**config.mk**
```make
export PLATFORM = sky130hd
export DESIGN_NAME = spi_sclk_engine_flat
export DESIGN_NICKNAME = d
export VERILOG_FILES = /design/src/rtl/spi_pkg.sv /design/src/rtl/spi_sclk_engine_if.sv /design/src/rtl/spi_halfper_cnt.sv /design/src/rtl/spi_sclk_engine.sv /design/src/flat_wrapper.sv
export SDC_FILE = /design/constraint.sdc
export NUM_CORES = 1
export LEC_CHECK = 0
export ABC_AREA = 1
export CAP_MARGIN = 30
export CORE_ASPECT_RATIO = 1.5
export CORE_MARGIN = 10
export CORE_UTILIZATION = 55
export DETAILED_ROUTE_END_ITERATION = 6
export PLACE_DENSITY = 0.79
export RECOVER_POWER = 100
export SYNTH_ARGS = -nofsm -noshare
export SYNTH_HDL_FRONTEND = slang
export SYNTH_SLANG_ARGS = --single-unit
```
**constraint.sdc**
```tcl
create_clock -name clk_in -period 1.62 [get_ports clk_in]
set_input_delay 0.162 -clock clk_in [delete_from_list [all_inputs] [get_ports clk_in]]
set_output_delay 0.162 -clock clk_in [all_outputs]
set_load 0.03 [all_outputs]
```
**src/rtl/spi_pkg.sv**
```systemverilog
// -----------------------------------------------------------------------------
// spi_pkg -- shared definitions for the SPI SCLK engine.
//   * spi_state_t : engine FSM state encoding (IDLE, RUN, SETUP, HOLD)
//   * spi_mode_t  : latched clock mode (cpol, cpha)
//   * default widths for the half-period divider and the SCLK-cycle count
//   * helpers that classify an SCLK edge as a sample or shift strobe
// SETUP and HOLD are only entered when SPI_SCLK_CS_DELAY_EN is defined.
// -----------------------------------------------------------------------------
package spi_pkg;

    localparam int SPI_DIV_W_DEF = 16;
    localparam int SPI_CNT_W_DEF = 7;

    typedef enum logic [1:0] {
        ST_IDLE  = 2'd0,
        ST_RUN   = 2'd1,
        ST_SETUP = 2'd2,
        ST_HOLD  = 2'd3
    } spi_state_t;

    typedef struct packed {
        logic cpol;
        logic cpha;
    } spi_mode_t;

    // A leading edge leaves the idle level; cpha picks which edge captures.
    function automatic logic is_sample_edge(input spi_mode_t mode, input logic leading);
        return mode.cpha ? ~leading : leading;
    endfunction

    // cpha=0 launches on trailing edges except the final one (nothing left to launch).
    function automatic logic is_shift_edge(input spi_mode_t mode, input logic leading,
                                           input logic last);
        return mode.cpha ? leading : (~leading & ~last);
    endfunction

endpackage

```
**src/rtl/spi_sclk_engine_if.sv**
```systemverilog
// -----------------------------------------------------------------------------
// spi_sclk_engine_if -- control/strobe bundle of the SPI SCLK engine.
//   master : drives enable, go, cpol, cpha, divider, nclk; observes the rest
//   slave  : the engine itself
// Outputs: sclk, pos_edge, neg_edge, sample, shift, busy, done
//          (+ cs_n when SPI_SCLK_CS_DELAY_EN is defined).
// -----------------------------------------------------------------------------
interface spi_sclk_engine_if
    import spi_pkg::*;
#(
    parameter int DIV_W = SPI_DIV_W_DEF,
    parameter int CNT_W = SPI_CNT_W_DEF
);
    logic             enable;
    logic             go;
    logic             cpol;
    logic             cpha;
    logic [DIV_W-1:0] divider;
    logic [CNT_W-1:0] nclk;
    logic             sclk;
    logic             pos_edge;
    logic             neg_edge;
    logic             sample;
    logic             shift;
    logic             busy;
    logic             done;
`ifdef SPI_SCLK_CS_DELAY_EN
    logic             cs_n;
`endif

    modport master (
        output enable, go, cpol, cpha, divider, nclk,
        input  sclk, pos_edge, neg_edge, sample, shift, busy, done
`ifdef SPI_SCLK_CS_DELAY_EN
        , input cs_n
`endif
    );

    modport slave (
        input  enable, go, cpol, cpha, divider, nclk,
        output sclk, pos_edge, neg_edge, sample, shift, busy, done
`ifdef SPI_SCLK_CS_DELAY_EN
        , output cs_n
`endif
    );
endinterface

```
**src/rtl/spi_halfper_cnt.sv**
```systemverilog
// -----------------------------------------------------------------------------
// spi_halfper_cnt -- SCLK half-period down-counter.
//   clk_in, rst : clock, asynchronous active-high reset
//   load        : load load_val (has priority over decrement)
//   load_val    : value to load (divider = half-period minus one)
//   zero        : counter is at zero (half-period elapsed)
// The counter parks at zero instead of wrapping.
// -----------------------------------------------------------------------------
module spi_halfper_cnt #(
    parameter int DIV_W = 16
) (
    input  logic             clk_in,
    input  logic             rst,
    input  logic             load,
    input  logic [DIV_W-1:0] load_val,
    output logic             zero
);
    logic [DIV_W-1:0] cnt_r;

    // Load / decrement the half-period count.
    always_ff @(posedge clk_in or posedge rst) begin
        if (rst) begin
            cnt_r <= '0;
        end else if (load) begin
            cnt_r <= load_val;
        end else if (cnt_r != '0) begin
            cnt_r <= cnt_r - {{(DIV_W-1){1'b0}}, 1'b1};
        end else begin
            cnt_r <= cnt_r;
        end
    end

    assign zero = (cnt_r == '0);
endmodule

```
**src/rtl/spi_sclk_engine.sv**
```systemverilog
// -----------------------------------------------------------------------------
// spi_sclk_engine -- SPI serial-clock generator with shift/sample strobes.
//   clk_in : system clock (rising edge)
//   rst    : asynchronous active-high reset
//   bus    : spi_sclk_engine_if.slave (enable, go, cpol, cpha, divider, nclk in;
//            sclk, pos_edge, neg_edge, sample, shift, busy, done out)
// Optional macro SPI_SCLK_CS_DELAY_EN adds cs_n and the SETUP/HOLD states that
// give one half-period of chip-select lead and lag around the SCLK burst.
// All outputs are registered. In IDLE, sclk follows the cpol input.
// -----------------------------------------------------------------------------
module spi_sclk_engine
    import spi_pkg::*;
#(
    parameter int DIV_W = SPI_DIV_W_DEF,
    parameter int CNT_W = SPI_CNT_W_DEF
) (
    input  logic                 clk_in,
    input  logic                 rst,
    spi_sclk_engine_if.slave     bus
);
    spi_state_t       state_r, state_s;
    spi_mode_t        mode_r, mode_s;
    logic [DIV_W-1:0] div_r, div_s;
    logic [CNT_W:0]   edges_r, edges_s;     // edges still to produce, minus one
    logic             sclk_r, sclk_s;
    logic             pos_r, pos_s, neg_r, neg_s;
    logic             sample_r, sample_s, shift_r, shift_s;
    logic             busy_r, busy_s, done_r, done_s;
`ifdef SPI_SCLK_CS_DELAY_EN
    logic             cs_n_r, cs_n_s;
`endif
    logic             hp_load_s;
    logic [DIV_W-1:0] hp_val_s;
    logic             hp_zero_s;
    logic             leading_s;
    logic             last_s;

    spi_halfper_cnt #(.DIV_W(DIV_W)) u_halfper (
        .clk_in   (clk_in),
        .rst      (rst),
        .load     (hp_load_s),
        .load_val (hp_val_s),
        .zero     (hp_zero_s)
    );

    assign leading_s = (sclk_r == mode_r.cpol);
    assign last_s    = (edges_r == '0);

    // Next-state and next-output logic.
    always_comb begin
        state_s   = state_r;
        mode_s    = mode_r;
        div_s     = div_r;
        edges_s   = edges_r;
        sclk_s    = sclk_r;
        pos_s     = 1'b0;
        neg_s     = 1'b0;
        sample_s  = 1'b0;
        shift_s   = 1'b0;
        busy_s    = busy_r;
        done_s    = 1'b0;
        hp_load_s = 1'b0;
        hp_val_s  = div_r;
`ifdef SPI_SCLK_CS_DELAY_EN
        cs_n_s    = cs_n_r;
`endif
        case (state_r)
            ST_IDLE: begin
                sclk_s = bus.cpol;
                busy_s = 1'b0;
                if (bus.go && bus.enable) begin
                    mode_s    = '{cpol: bus.cpol, cpha: bus.cpha};
                    div_s     = bus.divider;
                    // nclk=0 wraps to all-ones, i.e. 2*2^CNT_W edges.
                    edges_s   = {bus.nclk, 1'b0} - {{CNT_W{1'b0}}, 1'b1};
                    hp_load_s = 1'b1;
                    hp_val_s  = bus.divider;
                    busy_s    = 1'b1;
`ifdef SPI_SCLK_CS_DELAY_EN
                    state_s   = ST_SETUP;
                    cs_n_s    = 1'b0;
`else
                    state_s   = ST_RUN;
`endif
                end else begin
                    state_s = ST_IDLE;
                end
            end
            ST_RUN: begin
                if (hp_zero_s) begin
                    hp_load_s = 1'b1;
                    sclk_s    = ~sclk_r;
                    pos_s     = ~sclk_r;
                    neg_s     = sclk_r;
                    sample_s  = is_sample_edge(mode_r, leading_s);
                    shift_s   = is_shift_edge(mode_r, leading_s, last_s);
                    edges_s   = edges_r - {{CNT_W{1'b0}}, 1'b1};
                    if (last_s) begin
`ifdef SPI_SCLK_CS_DELAY_EN
                        state_s = ST_HOLD;
`else
                        state_s = ST_IDLE;
                        busy_s  = 1'b0;
                        done_s  = 1'b1;
`endif
                    end else begin
                        state_s = ST_RUN;
                    end
                end else begin
                    state_s = ST_RUN;
                end
            end
`ifdef SPI_SCLK_CS_DELAY_EN
            ST_SETUP: begin
                if (hp_zero_s) begin
                    state_s   = ST_RUN;
                    hp_load_s = 1'b1;
                end else begin
                    state_s = ST_SETUP;
                end
            end
            ST_HOLD: begin
                if (hp_zero_s) begin
                    state_s = ST_IDLE;
                    busy_s  = 1'b0;
                    done_s  = 1'b1;
                    cs_n_s  = 1'b1;
                end else begin
                    state_s = ST_HOLD;
                end
            end
`endif
            default: begin
                state_s = ST_IDLE;
                busy_s  = 1'b0;
            end
        endcase

        // Abort: enable low outside IDLE drops the transfer without done.
        if (!bus.enable && (state_r != ST_IDLE)) begin
            state_s   = ST_IDLE;
            sclk_s    = mode_r.cpol;
            pos_s     = 1'b0;
            neg_s     = 1'b0;
            sample_s  = 1'b0;
            shift_s   = 1'b0;
            busy_s    = 1'b0;
            done_s    = 1'b0;
            hp_load_s = 1'b0;
`ifdef SPI_SCLK_CS_DELAY_EN
            cs_n_s    = 1'b1;
`endif
        end else begin
            state_s = state_s;
        end
    end

    // FSM state register.
    always_ff @(posedge clk_in or posedge rst) begin
        if (rst) begin
            state_r <= ST_IDLE;
        end else begin
            state_r <= state_s;
        end
    end

    // Latched transfer configuration, edge counter and registered outputs.
    always_ff @(posedge clk_in or posedge rst) begin
        if (rst) begin
            mode_r   <= '0;
            div_r    <= '0;
            edges_r  <= '1;
            sclk_r   <= 1'b0;
            pos_r    <= 1'b0;
            neg_r    <= 1'b0;
            sample_r <= 1'b0;
            shift_r  <= 1'b0;
            busy_r   <= 1'b0;
            done_r   <= 1'b0;
`ifdef SPI_SCLK_CS_DELAY_EN
            cs_n_r   <= 1'b1;
`endif
        end else begin
            mode_r   <= mode_s;
            div_r    <= div_s;
            edges_r  <= edges_s;
            sclk_r   <= sclk_s;
            pos_r    <= pos_s;
            neg_r    <= neg_s;
            sample_r <= sample_s;
            shift_r  <= shift_s;
            busy_r   <= busy_s;
            done_r   <= done_s;
`ifdef SPI_SCLK_CS_DELAY_EN
            cs_n_r   <= cs_n_s;
`endif
        end
    end

    assign bus.sclk     = sclk_r;
    assign bus.pos_edge = pos_r;
    assign bus.neg_edge = neg_r;
    assign bus.sample   = sample_r;
    assign bus.shift    = shift_r;
    assign bus.busy     = busy_r;
    assign bus.done     = done_r;
`ifdef SPI_SCLK_CS_DELAY_EN
    assign bus.cs_n     = cs_n_r;
`endif
endmodule

```
**src/flat_wrapper.sv**
```systemverilog
// flat-port wrapper written by rule: the top's interface ports become plain ports
module spi_sclk_engine_flat import spi_pkg::*;
#(
    parameter int DIV_W = SPI_DIV_W_DEF,
    parameter int CNT_W = SPI_CNT_W_DEF
)
  (clk_in, rst, bus_enable, bus_go, bus_cpol, bus_cpha, bus_divider, bus_nclk, bus_sclk, bus_pos_edge, bus_neg_edge, bus_sample, bus_shift, bus_busy, bus_done);
  spi_sclk_engine_if #(.DIV_W(DIV_W), .CNT_W(CNT_W)) bus_i ();
  input  logic clk_in;
  input  logic rst;
  input wire logic [$bits(bus_i.enable)-1:0] bus_enable;
  input wire logic [$bits(bus_i.go)-1:0] bus_go;
  input wire logic [$bits(bus_i.cpol)-1:0] bus_cpol;
  input wire logic [$bits(bus_i.cpha)-1:0] bus_cpha;
  input wire logic [$bits(bus_i.divider)-1:0] bus_divider;
  input wire logic [$bits(bus_i.nclk)-1:0] bus_nclk;
  output wire logic [$bits(bus_i.sclk)-1:0] bus_sclk;
  output wire logic [$bits(bus_i.pos_edge)-1:0] bus_pos_edge;
  output wire logic [$bits(bus_i.neg_edge)-1:0] bus_neg_edge;
  output wire logic [$bits(bus_i.sample)-1:0] bus_sample;
  output wire logic [$bits(bus_i.shift)-1:0] bus_shift;
  output wire logic [$bits(bus_i.busy)-1:0] bus_busy;
  output wire logic [$bits(bus_i.done)-1:0] bus_done;
  assign bus_i.enable = bus_enable;
  assign bus_i.go = bus_go;
  assign bus_i.cpol = bus_cpol;
  assign bus_i.cpha = bus_cpha;
  assign bus_i.divider = bus_divider;
  assign bus_i.nclk = bus_nclk;
  assign bus_sclk = bus_i.sclk;
  assign bus_pos_edge = bus_i.pos_edge;
  assign bus_neg_edge = bus_i.neg_edge;
  assign bus_sample = bus_i.sample;
  assign bus_shift = bus_i.shift;
  assign bus_busy = bus_i.busy;
  assign bus_done = bus_i.done;
  spi_sclk_engine #(.DIV_W(DIV_W), .CNT_W(CNT_W)) u_core (.clk_in(clk_in), .rst(rst), .bus(bus_i));
endmodule
```
Word level (Yosys, flattened, before mapping)
Cells that the tools add are included.
{"block": "classes", "n_addsub": 3, "eq_ne": 6, "n_mux": 41, "bitwise_logic": 4, "reduce_logical": 15}
{"op": "$mux W16", "count": 4}
{"op": "$mux W1", "count": 29}
{"op": "$logic_not A16 Y1", "count": 1}
{"op": "$mux W8", "count": 2}
{"op": "$pmux W8 S2", "count": 1}
{"op": "$reduce_bool A16 Y1", "count": 1}
{"op": "$sub A16 B1 Y16 const B", "count": 1}
{"op": "$sub A8 B1 Y8 const B", "count": 2}
{"op": "$logic_not A8 Y1", "count": 1}
{"op": "$ne A3 B1 Y1 const B", "count": 2}
{"op": "$pmux W1 S2", "count": 3}
{"op": "$reduce_and A2 Y1", "count": 3}
{"op": "$reduce_bool A2 Y1", "count": 3}
{"op": "$ne A2 B1 Y1 const B", "count": 2}
{"op": "$pmux W2 S2", "count": 1}
{"op": "$not A1 Y1", "count": 3}
{"op": "$reduce_and A3 Y1", "count": 1}
{"op": "$reduce_bool A3 Y1", "count": 1}
{"op": "$eq A2 B1 Y1 const B", "count": 1}
{"op": "$logic_and A1 B1 Y1", "count": 2}
{"op": "$logic_not A2 Y1", "count": 1}
{"op": "$mux W2", "count": 1}
{"op": "$and A1 B1 Y1", "count": 1}
{"op": "$eq A1 B1 Y1", "count": 1}
{"op": "$logic_not A1 Y1", "count": 1}
{"block": "totals", "regBits": 51, "input_bits": 29, "out_inout_bits": 7, "elab_cells": 82}

Longest topological paths before layout
{"block": "logic_depth", "word_depth": 7, "depth_mapped": 11, "depth_no_buf": 10}

Cells and area by module
Synthesis repeated with hierarchy kept, for this count alone.
{"block": "hier_totals", "cells_unflattened": 358, "area_unflattened_um2": 2980.4}
{"mod": "spi_sclk_engine", "instances": 1, "cells_per_inst": 189, "area_each_um2": 1766.7, "seq_area_each_um2": 860.8}
{"mod": "spi_halfper_cnt", "instances": 1, "cells_per_inst": 169, "area_each_um2": 1213.7, "seq_area_each_um2": 400.4}

Worst setup path before layout
Ideal clock, no wire load.
{"block": "synth_path", "path_kind": "register -> register", "start": "reg u_core.u_halfper.cnt_r[0]", "end": "reg u_core.u_halfper.cnt_r[12]", "setup_time_ns": 0.065, "arrival_ns": 1.385, "t_required_ns": 1.555, "setup_slack_ns": 0.170, "stages_incl_launch_ff": 12, "path_buffers": 1, "synth_period_minus_slack_ns": 1.450, "cell_sequence": "dfrtp_1 inv_1 ha_1 nand2_2 nor2_2 nand3_2 nand2_4 nand2_4 inv_6 buf_12 nand2_2 nand2_1"}
{"block": "synth_between", "elab_chain_cells": 5, "word_cells_on_any_way": 9, "classes_between": "add/sub: 1; mux: 5; reduce/logical: 3"}
{"item": "start: declaration", "line": "spi_halfper_cnt.sv:18", "text": "logic [DIV_W-1:0] cnt_r;"}
{"item": "start signal: assignment", "line": "spi_halfper_cnt.sv:25", "text": "cnt_r <= load_val;"}
{"item": "start signal: assignment", "line": "spi_halfper_cnt.sv:27", "text": "cnt_r <= cnt_r - {{(DIV_W-1){1'b0}}, 1'b1};"}
{"item": "start signal: assignment", "line": "spi_halfper_cnt.sv:29", "text": "cnt_r <= cnt_r;"}
{"item": "branches (longest 5 deep; another with $sub A16 B1 Y16)"}
Several ways; the timed one is not identified. The select of a mux whose other input is x is not followed.
A chain may end at the register's enable or synchronous reset.

Worst setup path after layout
{"block": "layout_path", "start": "reg u_core.busy_r, in the netlist u_core.bus.busy", "end": "out bus_busy"}
{"item": "start: declaration", "line": "spi_sclk_engine.sv:28", "text": "logic busy_r, busy_s, done_r, done_s;"}
{"item": "start signal: assignment", "line": "spi_sclk_engine.sv:192", "text": "busy_r <= busy_s;"}
{"item": "end: declaration", "line": "flat_wrapper.sv:22", "text": "output wire logic [$bits(bus_i.busy)-1:0] bus_busy;"}
No word-level cell between the ends.

==> reports/qor.tcl <==
set qor(final.period_utilization) 0.933
set qor(synth-seq-area-share) 0.454
set qor(yosys_warnings) 0
set qor(n_fill_cell) 412
set qor(synth_area_sq_um) 2780
set qor(p_per_area_nw_per_um2) 1260
set qor(tritoncts) {built}
set qor(synth_enable_flop_cells) 0
set qor(critical-path-top-delay-family) {buffers and inverters}
set qor(avgSynthCellArea_sq_um) 7.68
set qor(stdcell_area_sq_um) 3450
set qor(grt_pass1_wl_um) 10900
set qor(achievable-frequency_ghz) 0.662
set qor(max-cap-violations) 0
set qor(crit_end_category) {output port}
set qor(totalWireLength_um) 6650
set qor(grt_start_max_net_pins) 51
set qor(port-buffer-count) 35
set qor(mostFrequentLayoutCells) {116 x nand2_1, 41 x inv_1, 41 x dfrtp_1, 33 x clkdlybuf4s50_1, 31 x nor2_1}
set qor(cts_made_buffers) 5
set qor(synth_nets) 395
set qor(chip_height_um) 107
set qor(finish.cell_count_without_fillers) 482
set qor(grt_pass1_vias) 2412
set qor(top_level_ports) 36
set qor(worst_pin_slew_ns) 0.379
set qor(yosys_register_bits) 50
set qor(die_x_um) 78.0
set qor(cell_with_the_largest_stage_delay_on_the_worst_path) {clkdlybuf4s50_1}
set qor(gp_routability_congestion) 0.848
set qor(report.final.setup_viol) 0
set qor(preCtsSetupSlack_ns) -0.0110
set qor(cts.sinks) 50
set qor(synthesis.instances) 362
set qor(post_cts_hold_buffer_count) 0
set qor(timing.final.hold_violations) 0
set qor(layout.cells.most_common) {nand2_1}
set qor(num_antenna_cells) 0
set qor(detail_route.drc_violations) 0
set qor(finalMaxSlewViolations) 0
set qor(htree_levels) 2
set qor(tns_ns) 0
set qor(cp.arrival_ns) 1.35
set qor(fin_worst_skew_ns) 0.00874
set qor(cp_num_buf_inv) 1
set qor(clock-root-buffer) {clkbuf_8}
set qor(fin_ws_ns) 0.108
set qor(synth-main-ff-cell) {dfrtp_1}
set qor(antenna_found_initial) 0
set qor(worst_ir_drop_vdd_uv) 957
set qor(outcome) {finished clean}
set qor(path_clk_slew_ns) 0.10
set qor(dr.first_iter.drc_count) 91
set qor(routedWlPerCell_um) 13.8
set qor(insertion_delay_ns) 0.31
set qor(critical-path-max-stage-delay_ns) 0.67
set qor(area_growth_pct) 24.0
set qor(initial_utilization) 0.573
set qor(placement_rows) 31
set qor(cp_cell_sequence) {clkdlybuf4s50_1}
set qor(worst_hold_path_type) {in2async}
set qor(timing.critical_path.from_type) {flop}
set qor(power.leakage_nw) 1.74
set qor(required_ns) 1.46
set qor(critical_path_class) {reg2out}
set qor(floorplan.die_area_sq_um) 8350
set qor(coreArea_sq_um) 4850
set qor(globalRouteTotalUtil) 0.158
set qor(synthDistinctLibCells) 36
set qor(final.hold.worst_slack_ns) 0.357
set qor(drive_gt1_frac) 0.175
set qor(route.vias.total) 2406
set qor(place.detailed.hpwl_um) 4970
set qor(route.detailed.vias_per_inst) 4.99
set qor(crit_fanout) 2
set qor(timing.final.crit_period_ns) 1.51
set qor(finish.utilization) 0.711
set qor(firstDrtPassIters) 4
set qor(placed_cells) 470
set qor(relSlewSlack) 0.748
set qor(route.antenna.remaining_nets) 0
set qor(dpl-instance-area_sq_um) 3270
set qor(globalRoute.totalOverflow) 0
set qor(synth-async-reset-ratio) 1.00
set qor(power_mw) 4.36
set qor(clk_path_buf_depth) 2
set qor(finish.net_count) 448
-- repair_timing --
item / 4_1_cts / 5_1_grt
gates resized for setup: 1 / 14
cloned: 0 / 1
pin swaps: 1 / 1
buffers inserted: 3 / 0
endpoints found under the setup margin: 3 / 28
-- report_power, final --
group,switching (mW),internal (mW)
registers,0.291,1.61
logic,1.02,0.649
clock network,0.436,0.352
total,1.75,2.61
-- flip-flops by register name, summed over array words and instances (netlist names), 2 cells and up --
register                cells
u_core.u_halfper.cnt_r     16
u_core.edges_r              8
u_core.div_r               16
u_core.mode_r               2
-- cell families (layout without fill, tap and decap cells) --
family,Yosys count,count (layout),share of synthesized area
flops,50,50,0.454
xor+xnor,9,9,0.0284
simple gates,208,208,0.335
compound gates,36,36,0.0774
buf+inv,55,109,0.0869
fa+ha+maj,4,4,0.0180
-- per-layer routing --
layer  vias up  part of all wire  global-route usage
met2        41              0.57               0.318
met4         0             0.026              0.0643
met1      1129              0.38               0.149
met5         -                 0                   0
met3        10             0.027              0.0301
li1       1226                 -                   -
-- area by class of cell --
class	count	area, sq um	area share
Clock buffer	6	82.6	0.0240
Clock inverter	2	16.3	0.00472
Inverter	48	193	0.0559
Multi-Input combinational cell	257	1320	0.382
Sequential cell	50	1260	0.366
Tap cell	66	82.6	0.0240
Timing Repair Buffer	52	484	0.140
Timing Repair inverter	1	8.76	0.00254
-- cell usage after synthesis (2+ instances only) --
library cell,n,area share
xor2_1,7,0.022
buf_2,2,0.0036
o211ai_1,2,0.0054
nand2_2,13,0.029
nand4_1,2,0.0045
nor2_2,4,0.0090
inv_2,3,0.0041
dfstp_2,8,0.076
o21ai_0,21,0.038
o21ai_1,3,0.0054
ha_1,4,0.018
nand3_1,25,0.045
nor3_1,5,0.0090
a21oi_1,4,0.0072
xnor2_1,2,0.0063
dfrtp_1,42,0.38
nand2_4,2,0.0081
clkbuf_1,2,0.0027
or2_2,2,0.0045
nor2_4,3,0.012
nor2_1,33,0.045
o21bai_1,2,0.0054
inv_1,43,0.058
nand2_1,116,0.16
-- final timing paths --
kind | start | end | slack (ns) | cells after the start
worst min register to register | u_core.edges_r[5] | u_core.edges_r[5] | 0.49 | 2
worst min-delay path | rst | u_core.div_r[10] | 0.36 | 3
worst max register to register | u_core.u_halfper.cnt_r[0] | u_core.u_halfper.cnt_r[1] | 0.11 | 11
max in group asynchronous | rst | u_core.edges_r[3] | 0.98 | 3
min in group clk_in | bus_cpha | u_core.mode_r[0] | 0.38 | 3
worst max-delay path | u_core.bus.busy | bus_busy | 0.11 | 1
-- tightest hold or removal path: cells and delay by family --
kind | cells | cell delay, ns
buf+inv | 3 | 0.88
(Power assumes the default switching activity.)
